$ cat src/rtl/mem_bus_arbiter.sv
// Arbiter sharing one single-outstanding memory bus between the fetch (I) and
// memory-stage (D) requesters, with a bounded D burst while fetch is waiting.
module mem_bus_arbiter #(
    parameter int unsigned D_BURST_MAX = 4
) (
    input  logic        clk,
    input  logic        reset,
    input  logic        ireq_valid,
    input  logic [63:0] ireq_addr,
    output logic        iresp_addr_ok,
    output logic        iresp_data_ok,
    output logic [31:0] iresp_data,
    input  logic        dreq_valid,
    input  logic [63:0] dreq_addr,
    input  logic [2:0]  dreq_size,
    input  logic [7:0]  dreq_strobe,
    input  logic [63:0] dreq_data,
    output logic        dresp_addr_ok,
    output logic        dresp_data_ok,
    output logic [63:0] dresp_data,
    output logic        mreq_valid,
    output logic [63:0] mreq_addr,
    output logic [2:0]  mreq_size,
    output logic [7:0]  mreq_strobe,
    output logic [63:0] mreq_data,
    input  logic        mresp_addr_ok,
    input  logic        mresp_data_ok,
    input  logic [63:0] mresp_data
);

    typedef enum logic [1:0] {
        ST_IDLE   = 2'b00,
        ST_BUSY_I = 2'b01,
        ST_BUSY_D = 2'b10
    } state_e;

    localparam int unsigned     CNT_W     = 4;
    localparam logic [CNT_W-1:0] BURST_MAX = CNT_W'(D_BURST_MAX);

    state_e           state_q, state_d;
    logic [CNT_W-1:0] burst_q, burst_d;
    logic             mreq_valid_q, mreq_valid_d;
    logic [63:0]      mreq_addr_q, mreq_addr_d;
    logic [2:0]       mreq_size_q, mreq_size_d;
    logic [7:0]       mreq_strobe_q, mreq_strobe_d;
    logic [63:0]      mreq_data_q, mreq_data_d;
    logic             i_forced_s;

    // Fetch wins a tie only once D has used up its burst allowance.
    assign i_forced_s = ireq_valid && (burst_q == BURST_MAX);

    // Next-state, grant and request-latch logic.
    always_comb begin
        state_d       = state_q;
        burst_d       = burst_q;
        mreq_valid_d  = mreq_valid_q;
        mreq_addr_d   = mreq_addr_q;
        mreq_size_d   = mreq_size_q;
        mreq_strobe_d = mreq_strobe_q;
        mreq_data_d   = mreq_data_q;
        case (state_q)
            ST_IDLE: begin
                if (dreq_valid && !i_forced_s) begin
                    state_d       = ST_BUSY_D;
                    mreq_valid_d  = 1'b1;
                    mreq_addr_d   = dreq_addr;
                    mreq_size_d   = dreq_size;
                    mreq_strobe_d = dreq_strobe;
                    mreq_data_d   = dreq_data;
                    // burst_q < BURST_MAX here whenever fetch is waiting
                    if (ireq_valid) begin
                        burst_d = burst_q + 4'd1;
                    end else begin
                        burst_d = 4'd0;
                    end
                end else if (ireq_valid) begin
                    state_d       = ST_BUSY_I;
                    mreq_valid_d  = 1'b1;
                    mreq_addr_d   = ireq_addr;
                    mreq_size_d   = 3'b010;
                    mreq_strobe_d = 8'h00;
                    mreq_data_d   = 64'h0;
                    burst_d       = 4'd0;
                end else begin
                    state_d = ST_IDLE;
                end
            end
            ST_BUSY_I, ST_BUSY_D: begin
                if (mresp_data_ok) begin
                    state_d      = ST_IDLE;
                    mreq_valid_d = 1'b0;
                end else begin
                    state_d = state_q;
                end
            end
            default: begin
                state_d      = ST_IDLE;
                mreq_valid_d = 1'b0;
            end
        endcase
    end

    // State, burst counter and downstream request registers.
    always_ff @(posedge clk) begin
        if (reset) begin
            state_q       <= ST_IDLE;
            burst_q       <= 4'd0;
            mreq_valid_q  <= 1'b0;
            mreq_addr_q   <= 64'h0;
            mreq_size_q   <= 3'b000;
            mreq_strobe_q <= 8'h00;
            mreq_data_q   <= 64'h0;
        end else begin
            state_q       <= state_d;
            burst_q       <= burst_d;
            mreq_valid_q  <= mreq_valid_d;
            mreq_addr_q   <= mreq_addr_d;
            mreq_size_q   <= mreq_size_d;
            mreq_strobe_q <= mreq_strobe_d;
            mreq_data_q   <= mreq_data_d;
        end
    end

    // Response routing: only the owner of the in-flight transaction sees handshakes.
    always_comb begin
        iresp_addr_ok = 1'b0;
        iresp_data_ok = 1'b0;
        iresp_data    = 32'h0;
        dresp_addr_ok = 1'b0;
        dresp_data_ok = 1'b0;
        case (state_q)
            ST_BUSY_I: begin
                iresp_addr_ok = mresp_addr_ok;
                iresp_data_ok = mresp_data_ok;
                iresp_data    = mreq_addr_q[2] ? mresp_data[63:32] : mresp_data[31:0];
            end
            ST_BUSY_D: begin
                dresp_addr_ok = mresp_addr_ok;
                dresp_data_ok = mresp_data_ok;
            end
            default: begin
                iresp_addr_ok = 1'b0;
                dresp_addr_ok = 1'b0;
            end
        endcase
    end

    assign dresp_data  = mresp_data;
    assign mreq_valid  = mreq_valid_q;
    assign mreq_addr   = mreq_addr_q;
    assign mreq_size   = mreq_size_q;
    assign mreq_strobe = mreq_strobe_q;
    assign mreq_data   = mreq_data_q;

endmodule
$ cat config.mk
export PLATFORM = sky130hd
export DESIGN_NAME = mem_bus_arbiter
export DESIGN_NICKNAME = d
export VERILOG_FILES = /design/src/rtl/mem_bus_arbiter.sv
export SDC_FILE = /design/constraint.sdc
export NUM_CORES = 1
export LEC_CHECK = 0
export ABC_AREA = 1
export CORE_AREA = 2 2 197 199
export DETAILED_ROUTE_END_ITERATION = 8
export DIE_AREA = 0 0 199 201
export PLACE_DENSITY_LB_ADDON = 0.1
export SLEW_MARGIN = 20
export SYNTH_ARGS = -nofsm -noshare
export SYNTH_HDL_FRONTEND = slang
export SYNTH_SLANG_ARGS = --single-unit
$ cat constraint.sdc
create_clock -name clk -period 1.5 [get_ports clk]
set_clock_uncertainty 0.05 [all_clocks]
set_input_delay 0.15 -clock clk [delete_from_list [all_inputs] [get_ports clk]]
set_output_delay 0.15 -clock clk [all_outputs]
set_load 0.1 [all_outputs]
==> results.sh <==
export IMPL_status="complete, but fails checks"
export IMPL_violations="negative setup slack"
export IMPL_synth_top_cell_by_area="dfxtp_1"
export IMPL_met3_length_um=2740
export IMPL_synth_top_cell_area_share=0.391
export IMPL_wl_met2_um=20400
export IMPL_seq_area_frac_synth=0.391
export IMPL_fmax_mhz=532
export IMPL_ys_types=20
export IMPL_regArea_um2=2930
export IMPL_rows=72
export IMPL_io_pin_count=513
export IMPL_io_buffer_count=512
export IMPL_worstHoldEndpoint="burst_q[2]"
export IMPL_drv_cap=0
export IMPL_grt_usage=0.189
export IMPL_path_clk_slew_ns=0.06
export IMPL_clk_path_buf_depth=2
export IMPL_fin_crit_sh=1.25
export IMPL_fillers=3659
export IMPL_ys_seq_elements=146
export IMPL_clock_tree_root_cell="clkbuf_16"
export IMPL_grt_ovfl_total=0
export IMPL_worstPathMaxFanout=5
export IMPL_wl_met1_um=14400
export IMPL_multi_input_area_um2=4030
export IMPL_area_delta_synth_final_pct=142
export IMPL_grt_max_degree=62
export IMPL_grt_first_pass_wirelength_um=56600
export IMPL_drive_gt1_frac=0.317
export IMPL_crit_type="reg2out"
export IMPL_drt_wl_total_um=38200
export IMPL_highest_layer="met4"
export IMPL_initial_core_util=0.196
export IMPL_viasPerCell=4.20
export IMPL_drcViolationCount=0
export IMPL_worst_slew_pin_slew_ns=0.324
export IMPL_cellPowerDensity_nw_per_um2=1070
export IMPL_clock_latency_ns=0.43
export IMPL_reg2regPathDepth=10
export IMPL_rsz0062_at_grt="true"
export IMPL_final_common_cell="buf_12"
export IMPL_cellLeakagePower_uw=0.00787
export IMPL_hold_depth=5
export IMPL_post_synth_cell_area_avg_um2=6.63
export IMPL_fp_dieArea_um2=40000
export IMPL_vias=9096
export IMPL_yosysWarnings=0
export IMPL_drt_initial_drc_count=383
export IMPL_final_cell_mix="buf_12, clkdlybuf4s50_1, nand2_1, dfxtp_1, nor2_1"
export IMPL_worstReg2RegEnd="mreq_data[26]"
export IMPL_fp_dieH_um=201
export IMPL_postSynthCellCount=1129
export IMPL_period_minus_slack_ns=1.88
export IMPL_drv_slew=0
export IMPL_final_hold_violation_count=0
export IMPL_crit_reg2reg_launch="state_q[0]"
export IMPL_wl_per_cell_um=17.6
export IMPL_cts_sinks=146
export IMPL_crit_path_end_kind="output pin"
export IMPL_core_area_um2=38100
export IMPL_place_gp_congestion=0.796
export IMPL_fin_util=0.475
export IMPL_slew_headroom=0.784
export IMPL_yosys_top_cells_area="dfxtp_1, nand2_1, nor2_1"
export IMPL_cts_tree="built"
export IMPL_start_kind="flop"
export IMPL_cp_required_ns=1.30
export IMPL_r2r_slack_ns=-0.26
export IMPL_netlist_area_um2=7480
export IMPL_peakVddDrop_mv=0.798
export IMPL_dp_hpwl_um=27800
export IMPL_die_w_um=199
export IMPL_arrival_ns=1.68
export IMPL_final_antenna_net_count=0
export IMPL_finalSetupViolations=179
export IMPL_first_global_vias=9055
export IMPL_preCtsSetupSlack_ns=-0.209
export IMPL_dr_pass1_iters=5
export IMPL_setup_ws_ns=-0.378
export IMPL_hold_path_class="in2reg"
export IMPL_antenna_found_initial=4
export IMPL_synth_fp_nets=1407
export IMPL_setup_worst_path_start="state_q[0]"
export IMPL_cts_max_level=4
export IMPL_min_from="dreq_valid"
export IMPL_fin_nets=1909
export IMPL_numCtsBuffers=17
-- worst max-delay path, cell delays in order, from the launching register on --
cell and delay, ns:
dfxtp_2 0.33, buf_6 0.09, ha_4 0.15, buf_12 0.14, buf_12 0.14, o21ai_4 0.07
nor2_4 0.11, buf_12 0.18
-- state kept, by name, summed over array words and instances, names as in the netlist --
| name | cells |
|---|---|
| mreq_addr | 64 |
| mreq_data | 64 |
| mreq_strobe | 8 |
| burst_q | 4 |
| mreq_size | 3 |
| state_q | 2 |
| mreq_valid | 1 |
-- metal layers --
metal	up-vias	global-route usage
li1	4547	-
met1	4197	0.205
met2	320	0.348
met3	32	0.0580
met4	0	0.0541
met5	-	0
-- cells by family after synthesis --
logic type | Yosys count | share of synthesized area
AND/OR/NAND/NOR | 557 | 0.306
buffers and inverters | 231 | 0.168
AO/OA/AOI/OAI | 190 | 0.127
flip-flops | 146 | 0.391
adder cells (fa/ha/maj) | 5 | 0.00836
-- stage by stage --
stage	area, um2	std cells	hold slack, ns	setup TNS (ns)	power (uW)
after floorplan	7780	1129	0.240	-2.35	9970
after global placement	15700	2077	0.429	-19.58	13800
after detailed placement	15700	2077	0.437	-19.72	13800
after CTS	17900	2157	0.0746	-44.54	19500
after global routing	18100	2163	0.125	-60.47	20100
final	18100	2164	0.106	-40.55	19300
-- final cells by class --
type	count	share of cell area
Clock inverter	12	0.00857
Inverter	81	0.0175
Sequential cell	146	0.162
Clock buffer	20	0.0247
Multi-Input combinational cell	752	0.222
Antenna cell	2	0.000276
Tap cell	518	0.0358
Timing Repair Buffer	633	0.529
-- synth_stat cells --
master	instances
a21o_1	1
a21oi_1	80
buf_1	7
buf_2	33
buf_4	79
buf_6	7
clkbuf_1	24
dfxtp_1	146
ha_1	5
inv_1	78
inv_2	3
nand2_1	219
nand2_4	2
nand3_1	132
nand4_1	2
nor2_1	200
nor2_2	1
nor2_4	1
o21ai_0	107
o21ai_1	2
-- worst max-delay path by stage --
stage                                 to  cells after the start
after global routing      iresp_data[10]                      7
after CTS                 iresp_data[29]                      7
after detailed placement   mreq_addr[38]                      9
final                      iresp_data[8]                      7
after floorplan           iresp_data[10]                      3
after global placement     mreq_addr[38]                      9
-- power by group --
group / switching (uW) / internal (uW) / total [uW]
clock network: 1800 / 2670 / 4470
registers: 447 / 4310 / 4750
logic: 5940 / 4160 / 10100
total: 8190 / 11100 / 19300
-- timing repair --
action / CTS / global route
gates resized for setup: 150 / 53
hold endpoints to repair: 1 / 0
hold buffers: 1 / 0
pin swaps: 24 / 17
cloned: 24 / 1
setup endpoints to repair: 178 / 182
setup buffers: 23 / 4
Note: power is estimated with default switching activity, not from simulation.
